**config.mk**
```make
export PLATFORM = sky130hd
export DESIGN_NAME = seq_restoring_div
export DESIGN_NICKNAME = d
export VERILOG_FILES = /design/src/rtl/div_pkg.sv /design/src/rtl/div_trial_sub.sv /design/src/rtl/seq_restoring_div.sv
export SDC_FILE = /design/constraint.sdc
export NUM_CORES = 1
export LEC_CHECK = 0
export BUFFER_PORTS_ARGS = -buffer_cell sky130_fd_sc_hd__buf_2
export CAP_MARGIN = 20
export CORE_ASPECT_RATIO = 2
export CORE_UTILIZATION = 40
export CTS_CLUSTER_DIAMETER = 200
export DETAILED_ROUTE_END_ITERATION = 8
export HOLD_SLACK_MARGIN = 0.08
export PLACE_DENSITY_LB_ADDON = 0.05
export SYNTH_ARGS = -nofsm -noshare
export SYNTH_HDL_FRONTEND = slang
export SYNTH_SLANG_ARGS = --single-unit
```
**constraint.sdc**
```tcl
create_clock -name clk -period 3.3 [get_ports clk]
set_clock_uncertainty 0.2 [all_clocks]
set_input_delay 0.66 -clock clk [delete_from_list [all_inputs] [get_ports clk]]
set_output_delay 0.66 -clock clk [all_outputs]
set_load 0.005 [all_outputs]
```
**src/rtl/div_pkg.sv**
```systemverilog
// Shared definitions for the sequential restoring divider.
// Holds the controller state encoding used by the top-level FSM.
package div_pkg;

    typedef enum logic [1:0] {
        IDLE = 2'd0,
        RUN  = 2'd1,
        DONE = 2'd2
    } div_state_e;

endpackage

```
**src/rtl/div_trial_sub.sv**
```systemverilog
// Combinational W-bit trial subtractor for one restoring division step.
// Ripple-borrow chain; borrow high means minuend < subtrahend.
module div_trial_sub #(
    parameter int W = 5
) (
    input  logic [W-1:0] minuend,
    input  logic [W-1:0] subtrahend,
    output logic [W-1:0] difference,
    output logic         borrow
);

    logic [W:0] borrow_chain;

    assign borrow_chain[0] = 1'b0;

    generate
        for (genvar gi = 0; gi < W; gi++) begin : g_bit
            assign difference[gi]     = minuend[gi] ^ subtrahend[gi] ^ borrow_chain[gi];
            assign borrow_chain[gi+1] = (~minuend[gi] & subtrahend[gi])
                                      | (~(minuend[gi] ^ subtrahend[gi]) & borrow_chain[gi]);
        end
    endgenerate

    assign borrow = borrow_chain[W];

endmodule

```
**src/rtl/seq_restoring_div.sv**
```systemverilog
// Sequential unsigned restoring divider: one quotient bit per RUN cycle,
// results registered and held from done until the next accepted start.
import div_pkg::*;

module seq_restoring_div #(
    parameter int N = 4
) (
    input  logic         clk,
    input  logic         rst,
    input  logic         start,
    input  logic [N-1:0] dividend,
    input  logic [N-1:0] divisor,
    output logic         busy,
    output logic         done,
    output logic [N-1:0] quotient,
    output logic [N-1:0] remainder,
    output logic         div_by_zero
);

    localparam int CW = $clog2(N + 1);
    localparam logic [CW-1:0] LAST_ITER = CW'(N - 1);

    div_state_e  state_q, state_d;
    logic [N:0]    p_q, p_d;
    logic [N-1:0]  q_q, q_d;
    logic [N-1:0]  d_q, d_d;
    logic [CW-1:0] cnt_q, cnt_d;
    logic [N-1:0]  quo_q, quo_d;
    logic [N-1:0]  rem_q, rem_d;
    logic          dbz_q, dbz_d;

    logic [N:0]    p_shift;
    logic [N:0]    trial_diff;
    logic          trial_borrow;
    logic [N:0]    step_p;
    logic [N-1:0]  step_q;

    // The restored remainder is always below the divisor, so its MSB never
    // feeds the next shift; it exists only to hold a full-width trial result.
    logic unused_p_msb;
    assign unused_p_msb = p_q[N];

    assign p_shift = {p_q[N-1:0], q_q[N-1]};

    div_trial_sub #(
        .W (N + 1)
    ) u_trial_sub (
        .minuend    (p_shift),
        .subtrahend ({1'b0, d_q}),
        .difference (trial_diff),
        .borrow     (trial_borrow)
    );

    assign step_p = trial_borrow ? p_shift : trial_diff;
    assign step_q = {q_q[N-2:0], ~trial_borrow};

    always_comb begin
        state_d = state_q;
        p_d     = p_q;
        q_d     = q_q;
        d_d     = d_q;
        cnt_d   = cnt_q;
        quo_d   = quo_q;
        rem_d   = rem_q;
        dbz_d   = dbz_q;

        case (state_q)
            IDLE: begin
                if (start) begin
                    p_d   = '0;
                    q_d   = dividend;
                    d_d   = divisor;
                    cnt_d = '0;
                    if (divisor == '0) begin
                        state_d = DONE;
                        quo_d   = '1;
                        rem_d   = dividend;
                        dbz_d   = 1'b1;
                    end else begin
                        state_d = RUN;
                    end
                end
            end
            RUN: begin
                p_d   = step_p;
                q_d   = step_q;
                cnt_d = cnt_q + CW'(1);
                if (cnt_q == LAST_ITER) begin
                    state_d = DONE;
                    quo_d   = step_q;
                    rem_d   = step_p[N-1:0];
                    dbz_d   = 1'b0;
                end
            end
            DONE: begin
                state_d = IDLE;
            end
            default: begin
                state_d = IDLE;
            end
        endcase
    end

    always_ff @(posedge clk) begin
        if (rst) begin
            state_q <= IDLE;
            p_q     <= '0;
            q_q     <= '0;
            d_q     <= '0;
            cnt_q   <= '0;
            quo_q   <= '0;
            rem_q   <= '0;
            dbz_q   <= 1'b0;
        end else begin
            state_q <= state_d;
            p_q     <= p_d;
            q_q     <= q_d;
            d_q     <= d_d;
            cnt_q   <= cnt_d;
            quo_q   <= quo_d;
            rem_q   <= rem_d;
            dbz_q   <= dbz_d;
        end
    end

    // Outputs are forced low for the whole time rst is high, not just after the edge.
    assign busy        = ~rst & (state_q != IDLE);
    assign done        = ~rst & (state_q == DONE);
    assign quotient    = rst ? '0 : quo_q;
    assign remainder   = rst ? '0 : rem_q;
    assign div_by_zero = ~rst & dbz_q;

endmodule
```
=== Word level (Yosys, flattened, before mapping) ===
Index checks and enable logic that the tools add are counted.

* Reductions and logical operators: 8
* Add/sub/neg operators: 1
* Multiplexer cells: 25
* Bitwise operators: 31
* Equality and inequality tests: 6

{| class="wikitable"
|+ Operator list
! kind !! count
|-
| $mux 4 || 11
|-
| $pmux 4 s2 || 4
|-
| $and 1x1->1 || 11
|-
| $not 1->1 || 10
|-
| $xor 1x1->1 || 7
|-
| $mux 2 || 3
|-
| $ne 2x2->1 const B || 3
|-
| $pmux 3 s2 || 1
|-
| $reduce_and 2->1 || 3
|-
| $logic_not 4->1 || 1
|-
| $pmux 2 s2 || 1
|-
| $reduce_and 4->1 || 1
|-
| $reduce_bool 2->1 || 2
|-
| $add 3x1->3 const B || 1
|-
| $eq 3x2->1 const B || 1
|-
| $mux 1 || 3
|-
| $mux 3 || 1
|-
| $or 1x1->1 || 3
|-
| $eq 2x1->1 const B || 1
|-
| $eq 2x2->1 const B || 1
|-
| $logic_not 2->1 || 1
|-
| $pmux 1 s2 || 1
|}

* Word-level logic and storage cells: 79
* Output and inout port bits: 11
* Bits in registers: 26
* Bits of input ports: 11

=== Logic depth before layout (Yosys ltp) ===
* Depth in word-level cells: 12
* Gate-level depth with buffers: 8
* Gate-level depth less buffers: 8

=== Hierarchy ===
A second synthesis with hierarchy kept.

* Cell total of the unflattened synthesis: 160
* Area, all modules: 1,380.1 um^2

{| class="wikitable"
|+ Modules (own cells, without submodules)
! module !! area each (um^2) !! times used !! cells each
|-
| seq_restoring_div || 1,242.4 || 1 || 143
|-
| div_trial_sub || 137.6 || 1 || 17
|}

=== Worst setup path after synthesis ===
Ideal clock, no wire load.

* Path kind: register to register
* Start: reg q_q[3]
* End: reg rem_q[0]
* Path slack: 0.560 ns
* Path buffers: 0
* Period minus slack after synthesis: 2.740 ns
* Library setup time: 0.088 ns
* Stages on the path, launching flop included: 9
* Arrival time: 2.452 ns
* Path through: dfxtp_1 > inv_1 > ha_1 > fa_1 > fa_1 > fa_1 > nor3b_1 > a211o_2 > a311oi_2

* Longest elaborated chain between the ends: 12

{| class="wikitable"
|+ RTL lines
! element !! line !! RTL
|-
| start: declaration || seq_restoring_div.sv:25 || <nowiki>logic [N-1:0] q_q, q_d;</nowiki>
|-
| start signal: assignment || seq_restoring_div.sv:117 || <nowiki>q_q <= q_d;</nowiki>
|-
| $not 1->1 || div_trial_sub.sv:19 || <nowiki>assign borrow_chain[gi+1] = (~minuend[gi] & subtrahend[gi])</nowiki>
|-
| $and 1x1->1 || div_trial_sub.sv:19 ||
|-
| $and 1x1->1 || div_trial_sub.sv:20 || <nowiki>| (~(minuend[gi] ^ subtrahend[gi]) & borrow_chain[gi]);</nowiki>
|-
| $or 1x1->1 || div_trial_sub.sv:20 ||
|-
| $and 1x1->1 || div_trial_sub.sv:20 ||
|-
| $or 1x1->1 || div_trial_sub.sv:20 ||
|-
| $and 1x1->1 || div_trial_sub.sv:20 ||
|-
| $or 1x1->1 || div_trial_sub.sv:20 ||
|-
| $and 1x1->1 || div_trial_sub.sv:20 ||
|-
| $mux 4 (*) || seq_restoring_div.sv:54 || <nowiki>assign step_p = trial_borrow ? p_shift : trial_diff;</nowiki>
|-
| $mux 4 (*) || seq_restoring_div.sv:88 || <nowiki>if (cnt_q == LAST_ITER) begin</nowiki>
|-
| $pmux 4 s2 (*) || seq_restoring_div.sv:67 || <nowiki>case (state_q)</nowiki>
|-
| end signal: assignment || seq_restoring_div.sv:121 || <nowiki>rem_q <= rem_d;</nowiki>
|-
| end: declaration || seq_restoring_div.sv:29 || <nowiki>logic [N-1:0] rem_q, rem_d;</nowiki>
|}

Mark *: on every way between the ends. The rest lies on a longest branch, timed or not. The select of a mux whose other input is x is not followed.
A chain may end at the register's enable or synchronous reset.

=== Worst setup path in the final report ===
* Start: reg q_q[3]
* End: reg rem_q[1]

* Longest elaborated chain between the ends: 12

{| class="wikitable"
|+ RTL lines
! element !! line
|-
| $not 1->1 (*) || div_trial_sub.sv:19
|-
| $and 1x1->1 (*) || div_trial_sub.sv:19
|-
| $and 1x1->1 || div_trial_sub.sv:20
|-
| $or 1x1->1 || div_trial_sub.sv:20
|-
| $and 1x1->1 || div_trial_sub.sv:20
|-
| $or 1x1->1 || div_trial_sub.sv:20
|-
| $and 1x1->1 || div_trial_sub.sv:20
|-
| $or 1x1->1 || div_trial_sub.sv:20
|-
| $and 1x1->1 || div_trial_sub.sv:20
|-
| $mux 4 (*) || seq_restoring_div.sv:54
|-
| $mux 4 (*) || seq_restoring_div.sv:88
|-
| $pmux 4 s2 (*) || seq_restoring_div.sv:67
|}

Marked as above.

==> results.json <==
{
  "status": "complete, no violations",
  "min_period_ps": 2922,
  "via_per_inst": 5.802,
  "place_area_sq_mm": 0.001436,
  "routedWlPerCell_um": 15.94,
  "clk_pin_slew_ps": 90,
  "end_kind": "register",
  "first_iter_violations": 31,
  "clockBufferDepth": 2,
  "crit_arrival_ps": 2910,
  "dpl.hpwl_mm": 2.183,
  "power_density_mw_per_mm2": 453.4,
  "worst_hold_slack_ps": 281.1,
  "syn_inst": 133,
  "cts_sinks": 26,
  "overflow": 0,
  "maxCapViolations": 0,
  "die_area_sq_mm": 0.003613,
  "start_kind": "register",
  "yosys.area_share.adder_pct": 7.256,
  "synth-xor-area-share_pct": 0,
  "hold_viol_final": 0,
  "cts_buffers": 3,
  "synth.area.mux_share_pct": 5.209,
  "required_ps": 3290,
  "syn_avg_cell_area_sq_um": 10.11,
  "drive_gt1_share_pct": 27.15,
  "fin_util_pct": 46.71,
  "antenna_cells": 0,
  "maxSlewHeadroom_pct": 60.14,
  "p_seq_share_pct": 51.4,
  "synth_top_family_by_area": "simple AND/OR/NAND/NOR gates",
  "synth_edf_count": 0,
  "ant_nets": 0,
  "ios": 22,
  "p_sw_uw": 183.8,
  "cts.repair.resized": 0,
  "period_share_pct": 88.55,
  "synthArstFlopShare_pct": 0,
  "via_count": 1056,
  "gp_congestion": 0.8119,
  "fin_area_sq_mm": 0.001491,
  "p_comb_share_pct": 18.2,
  "hp-class": "register to register",
  "cts_tree": "yes",
  "vdd_drop_max_v": 0.0002796,
  "power_frac_clock_pct": 30.3,
  "start_util_pct": 42.12,
  "cts-hold-fix-buffers": 0,
  "worst_slew_pin_slew_ps": 597.9,
  "grt_pass1_wl_mm": 4.981,
  "rows": 29,
  "setup_viol": 0,
  "drc": 0,
  "post-place-cells": 178,
  "synth_area_sq_mm": 0.001345,
  "crit_fanout": 5,
  "rsz0062_at_grt": "false",
  "nets": 169,
  "swShare_pct": 27.18,
  "dieWidth_um": 43.01,
  "grt_max_degree": 34,
  "post_cts_buffers": 0,
  "dr.pass1.iters": 4,
  "final_cell_count_no_fill": 182,
  "finalSetupTns_ps": 0,
  "p_int_uw": 492.4,
  "clk-insertion-delay-late_ps": 270,
  "core_area_sq_mm": 0.003193,
  "grtUsageTotal_pct": 17.83,
  "max_freq_mhz": 342.2,
  "chipHeight_um": 84.01,
  "cts-root-buf": "clkbuf_8",
  "critical_path_class": "register to register",
  "p_leak_uw": 0.0006316,
  "ys_seq_area_share_pct": 38.70,
  "synth-simple-area-share_pct": 21.77,
  "grt_pass1_vias": 1084,
  "antenna_found_initial": 0,
  "fillCellCount": 337,
  "synth_compound_area_share_pct": 20.93,
  "cts.htree.levels": 1,
  "ys_ff_latch": 26,
  "synth_cell_types": 33,
  "synth_ff_type": "dfxtp_1",
  "synth.net_count": 150,
  "place.port_buffers": 21,
  "area_delta_synth_final_pct": 10.88,
  "finalMaxSlewViolations": 0,
  "yosysWarnings": 0,
  "wl_mm": 2.901
}
-- metrics by stage --
| step | power, uW | worst slack (ps) |
|---|---|---|
| floorplan | 444.7 | 559.5 |
| global placement | 476.5 | 455.7 |
| detailed placement | 479.4 | 425.0 |
| CTS | 685.9 | 393.0 |
| global route | 711.4 | 290.5 |
| finish | 676.2 | 377.7 |
-- power groups by stage --
stage          logic (uW)  registers, uW  clock network, uW
2_1_floorplan        96.8            348                  0
3_3_place_gp          121            355                  0
3_5_place_dp          124            356                  0
4_1_cts               124            348                214
5_1_grt               138            351                223
6_report              123            348                205
-- synthesized netlist by cell type (all sizes together) (4+ instances only) --
master	count	area share, %
dfxtp	26	39
a21oi	6	2.2
mux2i	7	5.2
nand2	9	2.5
a311oi	4	3.5
nor2b	10	4.7
buf	5	3.6
a211o	4	2.9
nand2b	4	3.0
a211oi	7	3.9
inv	6	1.7
nor2	11	3.1
nor3b	6	3.3
-- cell type report --
class                           count  area (sq um)  area share [%]
Inverter                            6         22.52           1.510
Clock buffer                        4         55.05           3.691
Tap cell                           31         38.79           2.601
Multi-Input combinational cell     93         742.0           49.75
Timing Repair Buffer               22         112.6           7.550
Sequential cell                    26         520.5           34.90
-- final timing paths --
path	startpoint	endpoint	slack (ps)	cells after the start
worst max register to register	q_q[3]	rem_q[1]	380	8
worst max-delay path	q_q[3]	rem_q[1]	380	8
worst min-delay path	q_q[0]	q_q[0]	280	2
worst min register to register	q_q[0]	q_q[0]	280	2
-- registers in the layout, indices dropped and copies added, names as in the netlist --
register  flops
d_q           4
p_q           4
q_q           4
quo_q         4
rem_q         4
cnt_q         3
state_q       2
dbz_q         1
-- cell usage in the layout (no fill, tap or decap), drive strengths merged --
cell | netlist | layout
o21bai | 1 | 1
nand3b | 1 | 1
a311oi | 4 | 4
or3 | 1 | 1
o221a | 3 | 3
a21oi | 6 | 6
nor2b | 10 | 10
nor2 | 11 | 11
inv | 6 | 6
a211o | 4 | 4
a21o | 1 | 1
nor3 | 1 | 1
and2b | 2 | 2
ha | 3 | 3
fa | 3 | 3
dfxtp | 26 | 26
nor3b | 6 | 6
o211a | 2 | 2
mux2i | 7 | 7
buf | 5 | 22
a211oi | 7 | 7
a22oi | 3 | 3
nor4 | 1 | 1
a221oi | 1 | 1
and3b | 1 | 1
a2bb2oi | 1 | 1
clkbuf | 3 | 4
nand2b | 4 | 4
nand2 | 9 | 9
-- kinds of logic (layout without fill, tap and decap cells) --
kind of cell,Yosys count,in the layout
AOI/OAI and AO/OA,33,33
adders and majority gates,6,6
buffers and inverters,14,32
DFF,26,26
muxes,7,7
and+or+nand+nor,47,47
-- per-layer routing --
layer | global-route usage, % | wire (um) | vias up
met3 | 2.165 | 72 | 4
met4 | 6.612 | 40 | 0
li1 | - | - | 513
met5 | 0 | 0 | -
met2 | 33.33 | 1645 | 19
met1 | 19.37 | 1142 | 520
-- critical path, cell delays in order, from the launching register on --
cell      delay, ps
dfxtp_1         340
inv_1            60
ha_1            210
fa_1            390
fa_1            390
fa_1            490
nor3b_1         190
a211o_2         320
a311oi_1        250
No activity file was read; power rests on OpenSTA's default activity.
